[config.mk]
export PLATFORM = sky130hd
export DESIGN_NAME = mac_rx_pkt_gen_flat
export DESIGN_NICKNAME = d
export VERILOG_FILES = /design/src/rtl/mac_rx_pkt_gen_if.sv /design/src/rtl/mac_rx_pkt_gen.sv /design/src/flat_wrapper.sv
export SDC_FILE = /design/constraint.sdc
export NUM_CORES = 1
export LEC_CHECK = 0
export CAP_MARGIN = 5
export CORE_ASPECT_RATIO = 1.75
export CORE_MARGIN = 2
export CORE_UTILIZATION = 57
export DETAILED_ROUTE_END_ITERATION = 10
export MAX_ROUTING_LAYER = met4
export PLACE_DENSITY = 0.85
export SLEW_MARGIN = 5
export SYNTH_ARGS = -nofsm -noshare
export SYNTH_HDL_FRONTEND = slang
export SYNTH_SLANG_ARGS = --single-unit
[constraint.sdc]
create_clock -name mac_clk_i -period 3.2 [get_ports mac_clk_i]
set_input_delay 0.64 -clock mac_clk_i [delete_from_list [all_inputs] [get_ports mac_clk_i]]
set_output_delay 0.64 -clock mac_clk_i [all_outputs]
set_load 0.005 [all_outputs]
[src/rtl/mac_rx_pkt_gen_if.sv]
// mac_rx_pkt_gen_if: MAC RX client bus between the packet source and the buffer.
// The master drives data and strobes; the slave answers with the read request.
interface mac_rx_pkt_gen_if #(
  parameter int DATA_W = 32,
  parameter int BEN_W  = $clog2(DATA_W / 8)
);
  logic [DATA_W-1:0] rxd;
  logic [BEN_W-1:0]  ben;
  logic              rxda;
  logic              sop;
  logic              eop;
  logic              dv;
  logic              rxrqrd;

  modport master (
    output rxd, ben, rxda, sop, eop, dv,
    input  rxrqrd
  );

  modport slave (
    input  rxd, ben, rxda, sop, eop, dv,
    output rxrqrd
  );
endinterface

[src/rtl/mac_rx_pkt_gen.sv]
// mac_rx_pkt_gen: reproducible LFSR packet source for the MAC RX client port.
// Define MAC_GEN_SEQ_HDR_EN to carry a 16-bit sequence number in each first word.
module mac_rx_pkt_gen #(
  parameter int          DATA_W = 32,
  parameter int          BEN_W  = $clog2(DATA_W / 8),
  parameter int          RD_LAT = 4,
  parameter logic [31:0] SEED   = 32'hACE1_2015
) (
  input  logic                   mac_clk_i,
  input  logic                   mac_rst_n_i,
  input  logic                   cfg_start_i,
  input  logic [15:0]            cfg_pkt_bytes_i,
  input  logic [15:0]            cfg_pkt_num_i,
  input  logic [15:0]            cfg_halt_cnt_i,
  input  logic [15:0]            cfg_halt_len_i,
  input  logic [7:0]             cfg_ipg_i,
  mac_rx_pkt_gen_if.master       rx,
  output logic                   busy_o,
  output logic [15:0]            pkt_cnt_o
);

  localparam int          LANES = DATA_W / 32;
  localparam int          BPW   = DATA_W / 8;
  localparam logic [31:0] TAPS  = 32'h8020_0003;

  typedef enum logic [2:0] {
    S_IDLE,
    S_AVAIL,
    S_LAT,
    S_STREAM,
    S_HALT,
    S_GAP
  } state_t;

  state_t            state_q;
  logic [31:0]       lfsr_q;
  logic [15:0]       words_q;
  logic [BEN_W-1:0]  last_ben_q;
  logic [15:0]       num_q;
  logic [15:0]       hcnt_q;
  logic [15:0]       hlen_q;
  logic [7:0]        ipg_q;
  logic [15:0]       word_cnt_q;
  logic [15:0]       halt_wc_q;
  logic [15:0]       tmr_q;
  logic [15:0]       seq_q;

  logic [DATA_W-1:0] rxd_q;
  logic [BEN_W-1:0]  ben_q;
  logic              rxda_q;
  logic              sop_q;
  logic              eop_q;
  logic              dv_q;
  logic              busy_q;
  logic [15:0]       pkt_cnt_q;

  logic [DATA_W-1:0] word_d;
  logic [31:0]       lfsr_d;
  logic [31:0]       walk;
  logic [16:0]       words_calc;
  logic [15:0]       bytes_m1;
  logic              first_w;
  logic              last_w;
  logic              halt_now;
  logic              done_now;
  logic              done_nxt;
  logic              emit;

  function automatic logic [31:0] lfsr_step(input logic [31:0] s);
    return s[0] ? ((s >> 1) ^ TAPS) : (s >> 1);
  endfunction

  assign words_calc = ({1'b0, cfg_pkt_bytes_i} + 17'(BPW - 1)) >> BEN_W;
  assign bytes_m1   = cfg_pkt_bytes_i - 16'd1;

  assign first_w  = (word_cnt_q == 16'd0);
  assign last_w   = (word_cnt_q + 16'd1 == words_q);
  assign halt_now = (hcnt_q != 16'd0) && (halt_wc_q == hcnt_q) && !eop_q;
  assign done_now = (num_q != 16'd0) && (pkt_cnt_q == num_q);
  assign done_nxt = (num_q != 16'd0) && (pkt_cnt_q + 16'd1 == num_q);

  // A word leaves on the edge that ends latency, ends a pause,
  // or follows a non-final, non-pausing word.
  assign emit = ((state_q == S_LAT) && (tmr_q == 16'd0)) ||
                ((state_q == S_HALT) && (tmr_q == 16'd0)) ||
                ((state_q == S_STREAM) && !eop_q && !halt_now);

  always_comb begin
    walk   = lfsr_q;
    word_d = '0;
    for (int i = 0; i < LANES; i++) begin
      word_d[32*i +: 32] = walk;
      walk               = lfsr_step(walk);
    end
    lfsr_d = walk;
`ifdef MAC_GEN_SEQ_HDR_EN
    if (first_w) begin
      word_d        = '0;
      word_d[15:0]  = seq_q;
      lfsr_d        = lfsr_q;
    end
`endif
  end

  always_ff @(posedge mac_clk_i or negedge mac_rst_n_i) begin
    if (!mac_rst_n_i) begin
      state_q    <= S_IDLE;
      lfsr_q     <= SEED;
      words_q    <= '0;
      last_ben_q <= '0;
      num_q      <= '0;
      hcnt_q     <= '0;
      hlen_q     <= '0;
      ipg_q      <= '0;
      word_cnt_q <= '0;
      halt_wc_q  <= '0;
      tmr_q      <= '0;
      seq_q      <= '0;
      rxd_q      <= '0;
      ben_q      <= '1;
      rxda_q     <= 1'b0;
      sop_q      <= 1'b0;
      eop_q      <= 1'b0;
      dv_q       <= 1'b0;
      busy_q     <= 1'b0;
      pkt_cnt_q  <= '0;
    end else begin
      sop_q <= 1'b0;
      eop_q <= 1'b0;
      dv_q  <= 1'b0;

      if (emit) begin
        rxd_q      <= word_d;
        lfsr_q     <= lfsr_d;
        dv_q       <= 1'b1;
        rxda_q     <= 1'b1;
        sop_q      <= first_w;
        eop_q      <= last_w;
        ben_q      <= last_w ? last_ben_q : '1;
        word_cnt_q <= last_w ? 16'd0 : word_cnt_q + 16'd1;
        halt_wc_q  <= first_w ? 16'd1 : halt_wc_q + 16'd1;
      end

      unique case (state_q)
        S_IDLE: begin
          if (cfg_start_i && (cfg_pkt_bytes_i != 16'd0)) begin
            words_q    <= words_calc[15:0];
            last_ben_q <= bytes_m1[BEN_W-1:0];
            num_q      <= cfg_pkt_num_i;
            hcnt_q     <= cfg_halt_cnt_i;
            hlen_q     <= cfg_halt_len_i;
            ipg_q      <= cfg_ipg_i;
            word_cnt_q <= '0;
            halt_wc_q  <= '0;
            seq_q      <= '0;
            lfsr_q     <= SEED;
            pkt_cnt_q  <= '0;
            rxda_q     <= 1'b1;
            busy_q     <= 1'b1;
            state_q    <= S_AVAIL;
          end
        end
        S_AVAIL: begin
          if (rx.rxrqrd) begin
            tmr_q   <= 16'(RD_LAT - 1);
            state_q <= S_LAT;
          end
        end
        S_LAT: begin
          if (tmr_q == 16'd0) state_q <= S_STREAM;
          else                tmr_q   <= tmr_q - 16'd1;
        end
        S_STREAM: begin
          if (eop_q) begin
            ben_q     <= '1;
            pkt_cnt_q <= pkt_cnt_q + 16'd1;
            seq_q     <= seq_q + 16'd1;
            if (ipg_q != 8'd0) begin
              rxda_q  <= 1'b0;
              tmr_q   <= {8'd0, ipg_q} - 16'd1;
              state_q <= S_GAP;
            end else if (done_nxt) begin
              rxda_q  <= 1'b0;
              busy_q  <= 1'b0;
              state_q <= S_IDLE;
            end else begin
              state_q <= S_AVAIL;
            end
          end else if (halt_now) begin
            rxda_q    <= 1'b0;
            halt_wc_q <= '0;
            tmr_q     <= (hlen_q == 16'd0) ? 16'd0 : hlen_q - 16'd1;
            state_q   <= S_HALT;
          end
        end
        S_HALT: begin
          if (tmr_q == 16'd0) state_q <= S_STREAM;
          else                tmr_q   <= tmr_q - 16'd1;
        end
        S_GAP: begin
          if (tmr_q != 16'd0) begin
            tmr_q <= tmr_q - 16'd1;
          end else if (done_now) begin
            busy_q  <= 1'b0;
            state_q <= S_IDLE;
          end else begin
            rxda_q  <= 1'b1;
            state_q <= S_AVAIL;
          end
        end
      endcase
    end
  end

  assign rx.rxd    = rxd_q;
  assign rx.ben    = ben_q;
  assign rx.rxda   = rxda_q;
  assign rx.sop    = sop_q;
  assign rx.eop    = eop_q;
  assign rx.dv     = dv_q;
  assign busy_o    = busy_q;
  assign pkt_cnt_o = pkt_cnt_q;

endmodule

[src/flat_wrapper.sv]
// flat-port wrapper written by rule: the top's interface ports become plain ports
module mac_rx_pkt_gen_flat 
#(
  parameter int          DATA_W = 32,
  parameter int          BEN_W  = $clog2(DATA_W / 8),
  parameter int          RD_LAT = 4,
  parameter logic [31:0] SEED   = 32'hACE1_2015
)
  (mac_clk_i, mac_rst_n_i, cfg_start_i, cfg_pkt_bytes_i, cfg_pkt_num_i, cfg_halt_cnt_i, cfg_halt_len_i, cfg_ipg_i, busy_o, pkt_cnt_o, rx_rxd, rx_ben, rx_rxda, rx_sop, rx_eop, rx_dv, rx_rxrqrd);
  mac_rx_pkt_gen_if #(.DATA_W(DATA_W), .BEN_W(BEN_W)) rx_i ();
  input  logic mac_clk_i;
  input  logic mac_rst_n_i;
  input  logic cfg_start_i;
  input  logic [15:0] cfg_pkt_bytes_i;
  input  logic [15:0] cfg_pkt_num_i;
  input  logic [15:0] cfg_halt_cnt_i;
  input  logic [15:0] cfg_halt_len_i;
  input  logic [7:0] cfg_ipg_i;
  output logic busy_o;
  output logic [15:0] pkt_cnt_o;
  output wire logic [$bits(rx_i.rxd)-1:0] rx_rxd;
  output wire logic [$bits(rx_i.ben)-1:0] rx_ben;
  output wire logic [$bits(rx_i.rxda)-1:0] rx_rxda;
  output wire logic [$bits(rx_i.sop)-1:0] rx_sop;
  output wire logic [$bits(rx_i.eop)-1:0] rx_eop;
  output wire logic [$bits(rx_i.dv)-1:0] rx_dv;
  input wire logic [$bits(rx_i.rxrqrd)-1:0] rx_rxrqrd;
  assign rx_rxd = rx_i.rxd;
  assign rx_ben = rx_i.ben;
  assign rx_rxda = rx_i.rxda;
  assign rx_sop = rx_i.sop;
  assign rx_eop = rx_i.eop;
  assign rx_dv = rx_i.dv;
  assign rx_i.rxrqrd = rx_rxrqrd;
  mac_rx_pkt_gen #(.DATA_W(DATA_W), .BEN_W(BEN_W), .RD_LAT(RD_LAT), .SEED(SEED)) u_core (.mac_clk_i(mac_clk_i), .mac_rst_n_i(mac_rst_n_i), .cfg_start_i(cfg_start_i), .cfg_pkt_bytes_i(cfg_pkt_bytes_i), .cfg_pkt_num_i(cfg_pkt_num_i), .cfg_halt_cnt_i(cfg_halt_cnt_i), .cfg_halt_len_i(cfg_halt_len_i), .cfg_ipg_i(cfg_ipg_i), .rx(rx_i), .busy_o(busy_o), .pkt_cnt_o(pkt_cnt_o));
endmodule
==> impl_metrics.toml <==
[placement]
post-dp-hpwl_mm = 22.21
gpl.final_weighted_congestion = 0.9676
port-buffer-count = 130
cell_total_after_placement = 1683
dp_worst_setup_slack_ns = 0.04223

[final_layout]
layout-drive-gt1-share_pct = 8.000
finalNonFillerCells = 1723
final_cell_mix = "nand2_1 (361), dfrtp_1 (197), clkdlybuf4s50_1 (129)"
diodes = 0
fill_cells = 1546
layout-area-overhead-vs-synth_pct = 20.18
layout.cells.most_common = "nand2_1"
num-nets-final = 1545
area_of_the_multi_input_gates_um2 = 5876
layout.area.seq_um2 = 5298

[pwr]
internal_power_mw = 4.208
p_sw_mw = 1.118
p_clk_share_pct = 46.3
power.density_nw_per_um2 = 382.2
totalPowerFinal_mw = 5.327
static_leakage_nw = 6.178
ir_worst_vdd_mv = 0.6792
power_frac_comb_pct = 3.6
part_of_the_total_power_dissipated_in_sequential_elements_pct = 50.1
switching_share_pct = 21.00

[yosys]
synthesis.instances = 1348
synth-seq-cells = 211
postSynth.topFlopCell = "dfrtp_1"
synth_top_cell_area_share_pct = 42.51
share_of_the_yosys_chip_area_belonging_to_registers_pct = 45.68
netlist_area_um2 = 11600
syn-mean-instance-area_um2 = 8.602
syn-num-nets = 1433
ys_top_cells_by_area = "dfrtp_1 (43%), nand2_1 (12%), xnor2_1 (4.9%), xor2_1 (4.4%), o21ai_0 (3.5%)"
yosys.cell_types.count = 77
synth-warning-count = 0
synth.largest_area_cell = "dfrtp_1"
asyncSetResetFlopFracSynth_pct = 100.0
synth_edf_count = 0

[clocking]
h-tree-depth = 1
numCtsBuffers = 21
clkTransAtPathRegs_ns = 0.06
worst_case_clock_buffer_depth = 3
clock_network_latency_to_the_later_pin_of_the_worst_skew_pair_ns = 0.50
clock-root-buffer = "clkbuf_16"
tritoncts = "yes"
clkSinkCount = 211

[global_route]
first_global_vias = 10690
grt_pass1_wl_mm = 51.29
grt_max_degree = 66
grt_antenna_before_repair = 0
groute.usage.overall_pct = 29.70
globalRoute.totalOverflow = 0

[floorplanning]
die-width_um = 111.8
placeableCoreArea_um2 = 20120
floorplan.die.height_um = 192.7
die_area_um2 = 21550
io_pins = 131
initial_utilization_pct = 57.65
floorplan.rows = 69

[timing]
setup_viol = 0
tightestPinTransition_ns = 0.9702
post-route-period-util_pct = 92.45
timing.slew.headroom_pct = 35.32
setup-tns-final_ns = 0
hold_viol_final = 0
fmax_ghz = 0.3380
timing.clock.skew_ns = 0.01080
min_period_ns = 2.958
rsz0062_at_grt = "false"
final_max_slew_viol_count = 0
worst_slack_setup_final_ns = 0.2417

[detailed_routing]
via_per_inst = 6.009
antenna_left = 0
route.vias.total = 10353
avgRoutedWirePerCell_um = 17.90
drt_pass1_iterations = 5
detail_route.wirelength_mm = 30.85
drtIter0Drc = 675
detail_route.drc_violations = 0

[worst_hold_path]
hp-class = "in2async"

[worst_setup_path]
end_kind = "flip-flop"
crit_arrival_ns = 3.33
worst_ep_required_time_ns = 3.58
worstPathMaxFanout = 10
worst_setup_path_start_kind = "flip-flop"
criticalPathCategory = "reg2reg"

[run]
max_cap_violations = 0

[outcome]
result_of_the_run = "completed"
what timing repair did:
item | CTS | global route
resized for setup | 0 | 1
buffers inserted | 0 | 2
hold buffers | 0 | 0
setup endpoints to repair | 0 | 16
cells by family (layout without fill, tap and decap cells):
group	count (synthesis)	after routing	synth area share (%)
AOI/OAI and AO/OA	253	253	14.40
xor gates and xnor gates	123	123	9.290
adders and majority gates	10	10	1.057
buffers and inverters	106	233	3.917
DFF	211	211	45.68
muxes	3	3	0.2805
and+or+nand+nor	642	642	25.37
power by group through the flow:
stage	sequential, mW	combinational, mW	clock, mW
finish	2.67	0.190	2.47
global route	2.67	0.210	2.63
CTS	2.67	0.194	2.51
detailed placement	2.72	0.193	0
global placement	2.72	0.191	0
floorplan	2.72	0.0185	0
final cells by class:
cell class                      instances  share of cell area, %
Tap cell                              248                  2.227
Timing Repair Buffer                  170                  12.06
Inverter                               25                 0.6734
Clock inverter                          5                 0.6285
Multi-Input combinational cell       1031                  42.16
Sequential cell                       211                  38.01
Clock buffer                           33                  4.238
worst paths after layout:
check / startpoint / end / slack, ns / cells past startpoint
max in group asynchronous: mac_rst_n_i / u_core.lfsr_q[13] / 2.25 / 2
setup reg to reg: u_core.pkt_cnt_o[0] / u_core.state_q[0] / 0.24 / 8
setup / recovery: u_core.pkt_cnt_o[0] / u_core.state_q[0] / 0.24 / 8
min in group mac_clk_i: u_core.rx.rxd[30] / u_core.rx.rxd[30] / 0.47 / 2
hold reg to reg: u_core.rx.rxd[30] / u_core.rx.rxd[30] / 0.47 / 2
hold / removal: mac_rst_n_i / u_core.rx.rxd[29] / 0.13 / 1
per-stage QoR:
stage	area, µm²	util [%]	hold slack [ns]
after floorplan	11600	-	0.3444
after global placement	13240	65.80	0.4552
after detailed placement	13240	65.80	0.4600
after CTS	13910	69.17	0.1395
after global routing	13940	69.28	0.1608
final	13940	69.28	0.1323
layer usage:
layer  up-vias  global-route usage [%]  wire [µm]
met5         -                       -          0
met4         0                   15.48       1612
met3       119                   3.518       1579
met2       383                   53.36      16160
met1      4995                   32.16      11490
li1       4856                       -          -
critical path, cell delays in order, from the launching register on:
cell	delay, ns
dfrtp_1	0.50
ha_1	0.23
and2_1	0.40
nand3_1	0.13
a2111oi_0	0.46
nor4bb_2	0.38
o2111ai_1	0.30
o31ai_1	0.30
a31oi_1	0.12
cells in the mapped netlist, drive strengths merged (4+ instances only):
| cell type | instances |
|---|---|
| a2111oi | 6 |
| a211oi | 15 |
| a21boi | 4 |
| a21o | 8 |
| a21oi | 62 |
| a22o | 14 |
| a31oi | 4 |
| and2 | 8 |
| and3 | 15 |
| and4 | 10 |
| buf | 27 |
| clkbuf | 54 |
| dfrtp | 197 |
| dfstp | 14 |
| ha | 9 |
| inv | 25 |
| nand2 | 362 |
| nand2b | 9 |
| nand3 | 35 |
| nand4 | 16 |
| nor2 | 91 |
| nor3 | 30 |
| nor3b | 7 |
| nor4 | 33 |
| o2111ai | 8 |
| o211ai | 6 |
| o21ai | 84 |
| o22ai | 10 |
| o31ai | 6 |
| or3 | 5 |
| or4 | 6 |
| xnor2 | 65 |
| xor2 | 58 |
registers in the layout (all words and copies together) (netlist names), 2 cells and up:
name	cells
u_core.rx.rxd	32
u_core.lfsr_q	32
u_core.hlen_q	16
u_core.num_q	16
u_core.pkt_cnt_o	16
u_core.hcnt_q	16
u_core.words_q	15
u_core.last_ben_q	2
u_core.ipg_q	8
u_core.rx.ben	2
u_core.state_q	3
u_core.tmr_q	16
u_core.halt_wc_q	16
u_core.word_cnt_q	16
Power figures use the tool's default switching activity.
